## src/rtl/mac_sequencer.sv

```systemverilog
// Control sequencer for a MAC neuron datapath: per neuron it clears the
// accumulator, streams N terms, qualifies the activated result and emits it.
module mac_sequencer #(
   parameter int N       = 10,
   parameter int NEURONS = 4
) (
   input  logic        clk,
   input  logic        rst,
   input  logic        start,
   output logic        busy,
   output logic        done,
   output logic [31:0] input_sel,
   output logic [7:0]  neuron_sel,
   output logic        rst_Acc,
   output logic        ld_Acc,
   output logic        ready,
   input  logic [19:0] mac_result,
   output logic        out_valid,
   input  logic        out_ready,
   output logic [19:0] out_data,
   output logic [7:0]  out_index
);

   localparam int CW = (N > 1) ? $clog2(N) : 1;
   localparam logic [CW-1:0] LAST_TERM   = CW'(N - 1);
   localparam logic [7:0]    LAST_NEURON = 8'(NEURONS - 1);

   typedef enum logic [2:0] {
      S_IDLE,
      S_CLEAR,
      S_ACCUM,
      S_ACT,
      S_EMIT,
      S_DONE
   } state_t;

   state_t          state_q, state_d;
   logic [CW-1:0]   term_q, term_d;
   logic [7:0]      neuron_q, neuron_d;
   logic [19:0]     data_q, data_d;
   logic [7:0]      index_q, index_d;

   always_ff @(posedge clk or negedge rst) begin
      if (!rst) begin
         state_q  <= S_IDLE;
         term_q   <= '0;
         neuron_q <= '0;
         data_q   <= '0;
         index_q  <= '0;
      end else begin
         state_q  <= state_d;
         term_q   <= term_d;
         neuron_q <= neuron_d;
         data_q   <= data_d;
         index_q  <= index_d;
      end
   end

   always_comb begin
      state_d  = state_q;
      term_d   = term_q;
      neuron_d = neuron_q;
      data_d   = data_q;
      index_d  = index_q;
      case (state_q)
         S_IDLE: begin
            if (start) begin
               state_d  = S_CLEAR;
               neuron_d = '0;
            end
         end
         S_CLEAR: begin
            term_d  = '0;
            state_d = S_ACCUM;
         end
         S_ACCUM: begin
            if (term_q == LAST_TERM) begin
               term_d  = '0;
               state_d = S_ACT;
            end else begin
               term_d = term_q + 1'b1;
            end
         end
         S_ACT: begin
            // The MAC result is only meaningful while ready is high, so capture here.
            data_d  = mac_result;
            index_d = neuron_q;
            state_d = S_EMIT;
         end
         S_EMIT: begin
            if (out_ready) begin
               if (neuron_q == LAST_NEURON) begin
                  state_d = S_DONE;
               end else begin
                  neuron_d = neuron_q + 1'b1;
                  state_d  = S_CLEAR;
               end
            end
         end
         S_DONE: begin
            state_d = S_IDLE;
         end
         default: begin
            state_d = S_IDLE;
         end
      endcase
   end

   // Every output is a pure decode of registered state, never of an input.
   assign busy       = (state_q != S_IDLE);
   assign done       = (state_q == S_DONE);
   assign rst_Acc    = (state_q == S_CLEAR);
   assign ld_Acc     = (state_q == S_ACCUM);
   assign ready      = (state_q == S_ACT);
   assign out_valid  = (state_q == S_EMIT);
   assign input_sel  = (state_q == S_ACCUM) ? {{(32-CW){1'b0}}, term_q} : 32'd0;
   assign neuron_sel = neuron_q;
   assign out_data   = data_q;
   assign out_index  = index_q;

endmodule

```

## config.mk

```make
export PLATFORM = sky130hd
export DESIGN_NAME = mac_sequencer
export DESIGN_NICKNAME = d
export VERILOG_FILES = /design/src/rtl/mac_sequencer.sv
export SDC_FILE = /design/constraint.sdc
export NUM_CORES = 1
export LEC_CHECK = 0
export BUFFER_PORTS_ARGS = -buffer_cell sky130_fd_sc_hd__clkbuf_2
export CAP_MARGIN = 30
export CORE_MARGIN = 2
export CORE_UTILIZATION = 39
export CTS_CLUSTER_DIAMETER = 50
export DETAILED_ROUTE_END_ITERATION = 16
export PLACE_DENSITY = 0.67
export SLEW_MARGIN = 20
export SYNTH_ARGS = -nofsm -noshare
export SYNTH_HDL_FRONTEND = slang
export SYNTH_SLANG_ARGS = --single-unit
```

## constraint.sdc

```tcl
create_clock -name clk -period 2.12 [get_ports clk]
set_input_delay 0.424 -clock clk [delete_from_list [all_inputs] [get_ports clk]]
set_output_delay 0.424 -clock clk [all_outputs]
set_load 0.01 [all_outputs]
```

==> summary.md <==
| Metric | Value |
|---|---|
| Status | `finished, final reports clean` |
| Iteration-0 DRC Markers | `115` |
| Seq/Total Area, Yosys | `49.37%` |
| DRC | `0` |
| CTS tree | `yes` |
| Synthesized area | `2180 µm²` |
| Worst-Skew Late Latency | `300 ps` |
| Share of cells above drive strength 1 | `28.17%` |
| # IOs | `98` |
| LEAKAGE | `1.454 nW` |
| Synthesized area per cell | `8.718 µm²` |
| Mux share of post-synthesis cell area | `1.378%` |
| Synth warn | `0` |
| Area growth, synth to finish | `19.35%` |
| Largest family of logic cells by synthesized area | `simple AND/OR/NAND/NOR gates` |
| Setup TNS Final | `0 ps` |
| Inserted Diodes | `0` |
| Setup-failing EPs final | `0` |
| Post-Route Skew | `5.822 ps` |
| Die height | `78.76 µm` |
| # nets final | `349` |
| Period utilization | `88.60%` |
| Maxcap violations | `0` |
| R2r startpoint | `neuron_sel[0]$_DFFE_PN0P_` |
| Tightest Pin Transition | `588.5 ps` |
| Reg2Reg Depth | `5` |
| Die area | `6202 µm²` |
| Unique masters post-synth | `35` |
| RSZ-0062 raised after global routing | `false` |
| Overall routed net length | `4.609 mm` |
| Yosys reg bits | `43` |
| Slew HR | `60.36%` |
| Largest net degree at the start of global routing | `44` |
| FP Rows | `27` |
| Worst EP required | `1700 ps` |
| PortBufs | `69` |
| Clk root buf | `clkbuf_8` |
| Worst vdd ir | `0.6319 mV` |
| Gr usage total | `15.88%` |
| R2R Path End | `neuron_sel[6]$_DFFE_PN0P_` |
| Crit end category | `primary output` |
| Compound-cell area share of the yosys netlist | `8.783%` |
| Setup bufs post-CTS | `0` |
| Initial antenna violation count | `0` |
| DP HPWL | `3.292 mm` |
| Post-Route Utilization | `47.83%` |
| Min Tclk post-route | `1878 ps` |
| Startpoint Class | `register` |
| HP Class | `in -> async` |
| Hold_buf cts | `0` |
| Number of buffers created by CTS | `5` |
| Total grt overflow | `0` |
| GP Congestion | `0.9018` |
| Vias | `1778` |
| Arrival @ worst endpoint | `1450 ps` |
| PwrDens | `1264 nW/µm²` |
| 1st-pass router iterations | `4` |
| Initial Utilization | `40.07%` |
| Core area | `5439 µm²` |
| Pins Over Slew Limit | `0` |
| CTS Sinks | `43` |
| Worst setup margin | `241.7 ps` |
| Worst hold slack | `183.0 ps` |
| Simple-gate share of the synthesized area | `25.26%` |
| Die width | `78.76 µm` |
| Global-route wire length before repair | `7.824 mm` |
| DP Worst Slack | `308.0 ps` |
| Remaining antenna violation count | `0` |
| Fmax | `532.4 MHz` |
| Final hold violation count | `0` |
| Crit Path Category | `reg -> out` |
| Area share of fa/ha/maj cells after synthesis | `1.722%` |
| R2r setup slk | `290 ps` |
| Synth Area in XOR/XNOR | `0.4018%` |
| CTS clk-pin slew, worst paths | `90 ps` |
| Clk buf depth | `2` |
| Cell count after synthesis | `250` |
| Post-CTS sizing | `0` |
| Routed length per instance | `11.67 µm` |
| Number of global-route vias before repair | `1620` |
| Vias/cell | `4.501` |
| H-tree Lvls | `2` |
| Crit Path Max Fanout | `9` |
worst max-delay path, cell delays in order, from the launching register on:
cell      delay (ps)
dfrtp_1          500
nor3b_2          350
and2_1           180
clkbuf_2         130
flip-flops by register name (all words and copies together) (netlist names):
| register | flops |
|---|---|
| out_index | 8 |
| neuron_sel | 8 |
| state_q | 3 |
| term_q | 4 |
| out_data | 20 |
layer usage:
layer | up-vias | part of all wire (%) | track usage [%]
li1 | 897 | - | -
met1 | 823 | 47 | 21.65
met2 | 56 | 46 | 24.96
met3 | 2 | 6.3 | 4.432
met4 | 0 | 0.67 | 4.211
met5 | - | 0 | 0
kinds of logic (layout without fill, tap and decap cells):
kind of cell             after synthesis  count (layout)
XOR/XNOR                               1               1
AO/OA/AOI/OAI                         30              30
other                                  1              28
adder cells (fa/ha/maj)                3               3
AND/OR/NAND/NOR                      125             125
buffers and inverters                 44              90
flip-flops                            43              43
multiplexers                           3               3
worst max-delay path by stage:
stage,from,endpoint,slack [ps]
2_1_floorplan,neuron_sel[1]$_DFFE_PN0P_,neuron_sel[6]$_DFFE_PN0P_,340
3_5_place_dp,neuron_sel[0]$_DFFE_PN0P_,neuron_sel[6]$_DFFE_PN0P_,310
3_3_place_gp,neuron_sel[0]$_DFFE_PN0P_,neuron_sel[6]$_DFFE_PN0P_,350
4_1_cts,state_q[1]$_DFFE_PN0P_,busy,140
5_1_grt,state_q[1]$_DFFE_PN0P_,input_sel[0],110
6_report,state_q[1]$_DFFE_PN0P_,input_sel[0],240
where the power goes:
part	switching, mW	total [mW]	internal (mW)
sequential	0.224	1.34	1.12
combinational	0.860	1.41	0.549
clock	0.298	0.534	0.236
total	1.38	3.29	1.90
cells in the mapped netlist, drive strengths merged:
master	instances	share of area, %
o22ai	2	0.57
o21ai	14	3.2
a31oi	2	0.57
nand3	6	1.4
inv	6	1.0
and2	5	1.4
a21oi	5	1.1
nor2	6	1.0
a21o	3	1.0
a41oi	1	0.40
nand4	1	0.29
clkinv	1	0.17
buf	32	11
and3	2	0.63
clkbuf	5	0.86
o221ai	1	0.69
ha	3	1.7
nand2	93	16
or2	2	0.57
xnor2	1	0.40
or4	1	0.52
dfrtp	43	49
conb	1	0.17
nor3b	4	1.6
mux2i	3	1.4
or3	1	0.29
nor4	3	0.86
o211a	1	0.80
o211ai	1	0.34
or4b	1	0.63
cell usage in the layout, fill, tap and decap left out, types with 2 or more instances in the layout:
cell	instances
nor3b_1	3
inv_1	6
clkinvlp_4	2
conb_1	28
clkbuf_2	69
nor2_1	5
nand3_1	6
and2_1	5
buf_4	6
a31oi_1	2
ha_1	3
a21o_1	3
nand2_1	93
o22ai_1	2
a21oi_1	5
nor4_1	3
dfrtp_1	43
mux2i_1	3
clkbuf_8	5
o21ai_0	14
through the flow:
| step | cells | instance area, µm² | power [mW] |
|---|---|---|---|
| finish | 395 | 2601 | 3.287 |
| global placement | 387 | 2506 | 2.762 |
| floorplan | 277 | 2281 | 2.272 |
| global route | 395 | 2601 | 3.609 |
| CTS | 395 | 2599 | 3.331 |
| detailed placement | 387 | 2506 | 2.788 |
layout make-up:
type / instances / area, µm²
Tap cell: 72 / 90.09
Clock buffer: 5 / 68.82
Clock inverter: 3 / 23.77
Inverter: 7 / 26.28
Timing Repair Buffer: 75 / 390.4
Multi-Input combinational cell: 190 / 925.9
Fill cell: 570 / 2838
Sequential cell: 43 / 1076
Power figures use the tool's default switching activity.
